===== src/rtl/resamp_gain_path.sv =====
// Multi-channel boxcar decimator, registered gain, elastic FIFO and DAC-paced
// interpolator (zero-order hold or linear) in one clock domain.
module resamp_gain_path #(
    parameter int DATA_WIDTH  = 14,
    parameter int CHANNELS    = 2,
    parameter int SAMPLE_RATE = 4,
    parameter int FIFO_DEPTH  = 64
) (
    input  logic                             clk_in,
    input  logic                             rst_in,
    input  logic                             in_valid,
    input  logic [CHANNELS*DATA_WIDTH-1:0]   data_in,
    input  logic [1:0]                       gain_sel,
    input  logic                             interp_mode,
    input  logic                             dac_tick,
    input  logic                             clr_flags,
    output logic [CHANNELS*DATA_WIDTH-1:0]   data_out,
    output logic                             out_valid,
    output logic [$clog2(FIFO_DEPTH):0]      fifo_count,
    output logic                             running,
    output logic                             overflow,
    output logic                             underrun
);
    localparam int L     = $clog2(SAMPLE_RATE);
    localparam int ACC_W = DATA_WIDTH + L;
    localparam int WW    = CHANNELS * DATA_WIDTH;
    localparam int AW    = $clog2(FIFO_DEPTH);
    localparam int CW    = AW + 1;
    localparam int PW    = DATA_WIDTH + L + 2;

    typedef enum logic {PRIME = 1'b0, RUN = 1'b1} state_t;

    logic [L-1:0]            phase_q;
    logic signed [ACC_W-1:0] acc_q [CHANNELS];
    logic                    dec_vld_q;
    logic [WW-1:0]           gain_d, gain_q;
    logic                    wr_q;
    logic [WW-1:0]           mem_q [FIFO_DEPTH];
    logic [AW-1:0]           wptr_q, rptr_q;
    logic [CW-1:0]           count_q;
    logic                    pop_req, pop_ok, push_ok;
    state_t                  state_q, state_d;
    logic [L-1:0]            k_q, k_d;
    logic [WW-1:0]           prev_q, prev_d, cur_q, cur_d, dout_q, dout_d;
    logic                    ovalid_q, ovalid_d, urun_set;
    logic                    ovf_q, urun_q;

    // Decimator: the first sample of each block loads, the rest accumulate.
    always_ff @(posedge clk_in or negedge rst_in) begin
        if (!rst_in) begin
            phase_q   <= '0;
            dec_vld_q <= 1'b0;
            for (int c = 0; c < CHANNELS; c++) acc_q[c] <= '0;
        end else begin
            dec_vld_q <= in_valid && (phase_q == L'(SAMPLE_RATE - 1));
            if (in_valid) begin
                phase_q <= phase_q + L'(1);
                for (int c = 0; c < CHANNELS; c++) begin
                    if (phase_q == '0)
                        acc_q[c] <= ACC_W'($signed(data_in[c*DATA_WIDTH +: DATA_WIDTH]));
                    else
                        acc_q[c] <= acc_q[c] + ACC_W'($signed(data_in[c*DATA_WIDTH +: DATA_WIDTH]));
                end
            end
        end
    end

    always_comb begin
        gain_d = '0;
        for (int c = 0; c < CHANNELS; c++) begin
            if (gain_sel != 2'b11)
                gain_d[c*DATA_WIDTH +: DATA_WIDTH] = $signed(acc_q[c][ACC_W-1:L]) >>> gain_sel;
        end
    end

    always_ff @(posedge clk_in or negedge rst_in) begin
        if (!rst_in) begin
            gain_q <= '0;
            wr_q   <= 1'b0;
        end else begin
            wr_q <= dec_vld_q;
            if (dec_vld_q) gain_q <= gain_d;
        end
    end

    // A full FIFO still accepts a write when a pop frees a slot in the same cycle.
    assign pop_ok  = pop_req && (count_q != '0);
    assign push_ok = wr_q && ((count_q != CW'(FIFO_DEPTH)) || pop_ok);

    always_ff @(posedge clk_in) begin
        if (push_ok) mem_q[wptr_q] <= gain_q;
    end

    always_ff @(posedge clk_in or negedge rst_in) begin
        if (!rst_in) begin
            wptr_q  <= '0;
            rptr_q  <= '0;
            count_q <= '0;
        end else begin
            if (push_ok) wptr_q <= wptr_q + AW'(1);
            if (pop_ok)  rptr_q <= rptr_q + AW'(1);
            if (push_ok && !pop_ok)      count_q <= count_q + CW'(1);
            else if (pop_ok && !push_ok) count_q <= count_q - CW'(1);
        end
    end

    always_ff @(posedge clk_in or negedge rst_in) begin
        if (!rst_in) state_q <= PRIME;
        else         state_q <= state_d;
    end

    always_comb begin
        state_d = state_q;
        case (state_q)
            PRIME: if (count_q >= CW'(FIFO_DEPTH / 2)) state_d = RUN;
            RUN:   if (dac_tick && (k_q == '0) && (count_q == '0)) state_d = PRIME;
            default: state_d = PRIME;
        endcase
    end

    always_comb begin
        running = (state_q == RUN);
        pop_req = (state_q == RUN) && dac_tick && (k_q == '0);
    end

    always_comb begin
        logic signed [DATA_WIDTH:0] diff;
        logic signed [PW-1:0]       prod, kx, lin;
        prev_d   = prev_q;
        cur_d    = cur_q;
        k_d      = k_q;
        dout_d   = dout_q;
        ovalid_d = 1'b0;
        urun_set = 1'b0;
        diff     = '0;
        prod     = '0;
        lin      = '0;
        kx       = PW'(k_q);
        if (running && dac_tick) begin
            if ((k_q == '0) && !pop_ok) begin
                urun_set = 1'b1;
            end else begin
                if (k_q == '0) begin
                    prev_d = cur_q;
                    cur_d  = mem_q[rptr_q];
                end
                for (int c = 0; c < CHANNELS; c++) begin
                    diff = (DATA_WIDTH+1)'($signed(cur_d[c*DATA_WIDTH +: DATA_WIDTH]))
                         - (DATA_WIDTH+1)'($signed(prev_d[c*DATA_WIDTH +: DATA_WIDTH]));
                    prod = PW'(diff) * kx;
                    lin  = prod >>> L;
                    if (interp_mode)
                        dout_d[c*DATA_WIDTH +: DATA_WIDTH] = prev_d[c*DATA_WIDTH +: DATA_WIDTH]
                                                           + lin[DATA_WIDTH-1:0];
                    else
                        dout_d[c*DATA_WIDTH +: DATA_WIDTH] = cur_d[c*DATA_WIDTH +: DATA_WIDTH];
                end
                k_d      = k_q + L'(1);
                ovalid_d = 1'b1;
            end
        end
    end

    // Flags: a new event in the same cycle as clr_flags keeps the flag set.
    always_ff @(posedge clk_in or negedge rst_in) begin
        if (!rst_in) begin
            k_q      <= '0;
            prev_q   <= '0;
            cur_q    <= '0;
            dout_q   <= '0;
            ovalid_q <= 1'b0;
            ovf_q    <= 1'b0;
            urun_q   <= 1'b0;
        end else begin
            k_q      <= k_d;
            prev_q   <= prev_d;
            cur_q    <= cur_d;
            dout_q   <= dout_d;
            ovalid_q <= ovalid_d;
            ovf_q    <= (wr_q && !push_ok) || (ovf_q && !clr_flags);
            urun_q   <= urun_set || (urun_q && !clr_flags);
        end
    end

    assign data_out   = dout_q;
    assign out_valid  = ovalid_q;
    assign fifo_count = count_q;
    assign overflow   = ovf_q;
    assign underrun   = urun_q;

endmodule


===== config.mk =====
export PLATFORM = sky130hd
export DESIGN_NAME = resamp_gain_path
export DESIGN_NICKNAME = d
export VERILOG_FILES = /design/src/rtl/resamp_gain_path.sv
export SDC_FILE = /design/constraint.sdc
export NUM_CORES = 2
export LEC_CHECK = 0
export CORE_MARGIN = 3
export CORE_UTILIZATION = 35
export CTS_BUF_LIST = sky130_fd_sc_hd__clkbuf_4
export CTS_CLUSTER_DIAMETER = 30
export DETAILED_ROUTE_END_ITERATION = 10
export PLACE_DENSITY = 0.58
export SLEW_MARGIN = 40
export SYNTH_ARGS = -nofsm -noshare
export SYNTH_HDL_FRONTEND = slang
export SYNTH_SLANG_ARGS = --single-unit

===== constraint.sdc =====
create_clock -name clk_in -period 20.4 [get_ports clk_in]
set_clock_uncertainty 0.05 [all_clocks]
set_input_delay 4.08 -clock clk_in [delete_from_list [all_inputs] [get_ports clk_in]]
set_output_delay 4.08 -clock clk_in [all_outputs]
set_load 0.005 [all_outputs]

==> summary.md <==
| Metric | Value |
|---|---|
| Largest net degree at the start of global routing | `89` |
| Initial Utilization | `0.354` |
| Initial antenna violation count | `18` |
| Post-synthesis average cell area | `19.5 µm²` |
| Clock input transition at the sequential cells of the worst setup and hold paths | `0.06 ns` |
| Wire per inst | `25.6 µm` |
| Pre-antenna DRT Iters | `5` |
| Register bit total from synthesis | `1965` |
| First-pass GRT wire length | `303 mm` |
| Port bufs | `74` |
| Final instance area | `93400 µm²` |
| H-Tree Level Count | `6` |
| Register-to-Register Setup Slack | `10.30 ns` |
| CP startpoint kind | `register` |
| CTS Hold Bufs | `0` |
| Total Neg Setup Slack | `0 ns` |
| Mapped Nets | `4380` |
| Max-Cap Viols | `0` |
| Maximum clock frequency | `99.0 MHz` |
| Post-cts sizing count | `0` |
| Peak VDD IR | `0.161 mV` |
| Synthesized area | `81700 µm²` |
| Slew Viols, Final | `0` |
| Crit-path most repeated cell | `ha_1` |
| Vias | `43069` |
| Worst skew pair latency | `1.32 ns` |
| CTS root buffer | `clkbuf_4` |
| Worst setup EP type | `register` |
| Min Hold Slack | `0.422 ns` |
| Core region area | `231000 µm²` |
| Pre-CTS setup slack | `10.18 ns` |
| Final WL | `207 mm` |
| Layout area overhead | `14.4%` |
| Multi-input logic area | `22800 µm²` |
| HPWL after DPL | `115 mm` |
| Share of cells above drive strength 1 | `0.329` |
| NumNets Final | `4903` |
| Leakage | `0.0313 µW` |
| Measured slew at the worst slew-check pin | `0.867 ns` |
| Crit path largest cell delay | `0.76 ns` |
| Total CTS buffers | `536` |
| GRT Util Overall | `0.174` |
| Die height | `489 µm` |
| Ys flop type | `edfxtp_1` |
| Register Area | `58200 µm²` |
| Post-synth top area cell | `edfxtp_1` |
| GR Util met1 | `0.249` |
| Hold path endpoint | `prev_q[14]$_DFFE_PN0P_` |
| Met2 global-route usage | `0.265` |
| Pwr Density | `171 nW/µm²` |
| HP Start | `prev_q[14]$_DFFE_PN0P_` |
| WHS Path Cells | `2` |
| Cell Count, Final, Fillers Out | `8080` |
| CP max stage cell | `dfrtp_4` |
| Clk buf depth | `4` |
| Critical Path RT | `21.48 ns` |
| Status | `completed` |
| Final worst path period need | `10.10 ns` |
| Grt ovf | `0` |
| Ports | `75` |
| Reg2Reg Depth | `32` |
| Global route hottest layer | `met2` |
| Routed Antenna Nets | `0` |
| Postcts setup bufs | `0` |
| Die area | `239000 µm²` |
| Via/cell ratio | `5.33` |
| Worst r2r src | `rptr_q[0]$_DFFE_PN0P_` |
| Sequential element share of the synthesized area | `0.712` |
| Crit-path max FO | `57` |
| Area after DPL | `86800 µm²` |
| Netlist cell types | `68` |
| Final WS setup | `10.30 ns` |
| Syn Inst Count | `4184` |
| Top post-synthesis cells by area | `edfxtp_1 66%, mux4_2 16%, dfrtp_1 5.3%` |
| Hold Crit Class | `reg2reg` |
| Crit Reg-Reg Endpoint | `data_out[13]$_DFFE_PN0P_` |
| Placer Congestion | `0.797` |
| Crit path DAT | `11.18 ns` |
| Vias in the first global route | `44509` |
| CP Class | `reg2reg` |
| TritonCTS clock tree | `done` |
| RSZ-0062 raised after global routing | `false` |
| Synth warn | `0` |
| Async SR Flop Fraction | `0.0880` |
| CTS sink count | `1965` |
| Final Hold Fails | `0` |
| Die width | `489 µm` |
| Rel. slew slack | `0.421` |
| Post-synth EDFFs | `1792` |
| Final setup vio count | `0` |
| Fill count | `20607` |
| Met3 usage | `0.0418` |
| # DRC | `0` |
| FP Rows | `176` |
| Placed Instances | `7190` |
| Setup crit start | `rptr_q[0]$_DFFE_PN0P_` |
| Final period utilization | `0.495` |
| 1st-iter DRT viols | `3879` |
| Area fraction of the dominant cell type after synthesis | `0.659` |
through the flow:
stage | utilization | power [µW]
3_3_place_gp | 0.375 | 12600
6_report | 0.404 | 16000
2_1_floorplan | - | 10600
5_1_grt | 0.404 | 17100
3_5_place_dp | 0.376 | 12700
4_1_cts | 0.404 | 16200
kinds of logic after synthesis:
logic type                 Yosys count  share of synthesized area
muxes                              680                      0.174
adders and majority gates          160                     0.0253
xor gates and xnor gates           104                     0.0115
AOI/OAI and AO/OA                  424                     0.0309
buffers and inverters              300                     0.0153
and+or+nand+nor                    551                     0.0313
DFF                               1965                      0.712
registers in the layout, summed over array words and instances, names as in the netlist:
signal and cells:
cur_q 28, underrun 1, overflow 1, dec_vld_q 1, prev_q 28, k_q 2
wptr_q 6, rptr_q 6, gain_q 28, data_out 28, acc_q 32, wr_q 1
mem_q 1792, running 1, fifo_count 7, out_valid 1, phase_q 2
worst max-delay path, delay by kind of cell (launching register included):
family	cells	cell delay, ns
muxes	5	2.08
and+or+nand+nor	5	0.68
xor gates and xnor gates	2	0.61
buffers and inverters	6	1.81
adders and majority gates	5	1.53
AOI/OAI and AO/OA	9	2.35
DFF	1	0.76
cell usage in the layout, fill, tap and decap left out, types with 21 or more instances in the layout:
cell type	netlist	layout
edfxtp_1	1792	1792
mux2i_1	59	59
a21oi_1	151	151
o21ai_0	116	116
clkinv_1	1	65
ha_1	151	149
nand2_1	186	185
xnor2_1	69	69
nor3_1	24	24
nor2b_1	38	38
dfrtp_4	0	21
mux2_2	33	33
xor2_1	33	33
clkdlybuf4s50_1	0	70
mux4_2	588	588
a21o_1	25	24
dfrtp_1	173	138
nor2_1	160	96
buf_4	5	103
inv_1	93	93
and2_1	43	43
nand3_1	28	25
clkbuf_4	0	758
nor2_4	0	64
power breakdown:
part / total [µW] / switching, µW / internal (µW)
registers: 5600 / 508 / 5090
clock network: 3400 / 1570 / 1840
logic: 7000 / 3820 / 3180
total: 16000 / 5890 / 10100
per-layer routing:
metal / vias up / wire length, µm
met3: 292 / 16400
li1: 18449 / -
met1: 22665 / 91500
met4: 2 / 3510
met5: - / 18
met2: 1661 / 95300
worst max-delay path by stage:
stage / depth (start not counted) / endpoint / slack, ns
after CTS: 32 / data_out[13]$_DFFE_PN0P_ / 10.14
after floorplan: 31 / data_out[13]$_DFFE_PN0P_ / 12.69
after global routing: 32 / data_out[13]$_DFFE_PN0P_ / 9.56
after global placement: 28 / data_out[13]$_DFFE_PN0P_ / 10.06
after detailed placement: 32 / data_out[13]$_DFFE_PN0P_ / 10.18
final: 32 / data_out[13]$_DFFE_PN0P_ / 10.30
area by class of cell:
type / instances / share of cell area
flip-flops and latches: 1965 / 0.623
repair buffers: 191 / 0.0188
clock inverters: 109 / 0.00775
clock buffers: 758 / 0.0609
multi-input cells: 1919 / 0.244
inverters: 94 / 0.00378
well taps: 3026 / 0.0405
diodes: 18 / 0.000482
cell usage after synthesis, drive strengths merged, types with 25 or more instances:
cell       n
mux4     588
ha       151
nand2    186
a21o      25
a21oi    151
xnor2     69
mux2i     59
nor2b     38
o21ai    131
clkbuf   124
nand3     28
xor2      33
nor2     160
dfrtp    173
edfxtp  1792
buf       82
mux2      33
inv       93
and2      43
No activity file was read; power rests on OpenSTA's default activity.
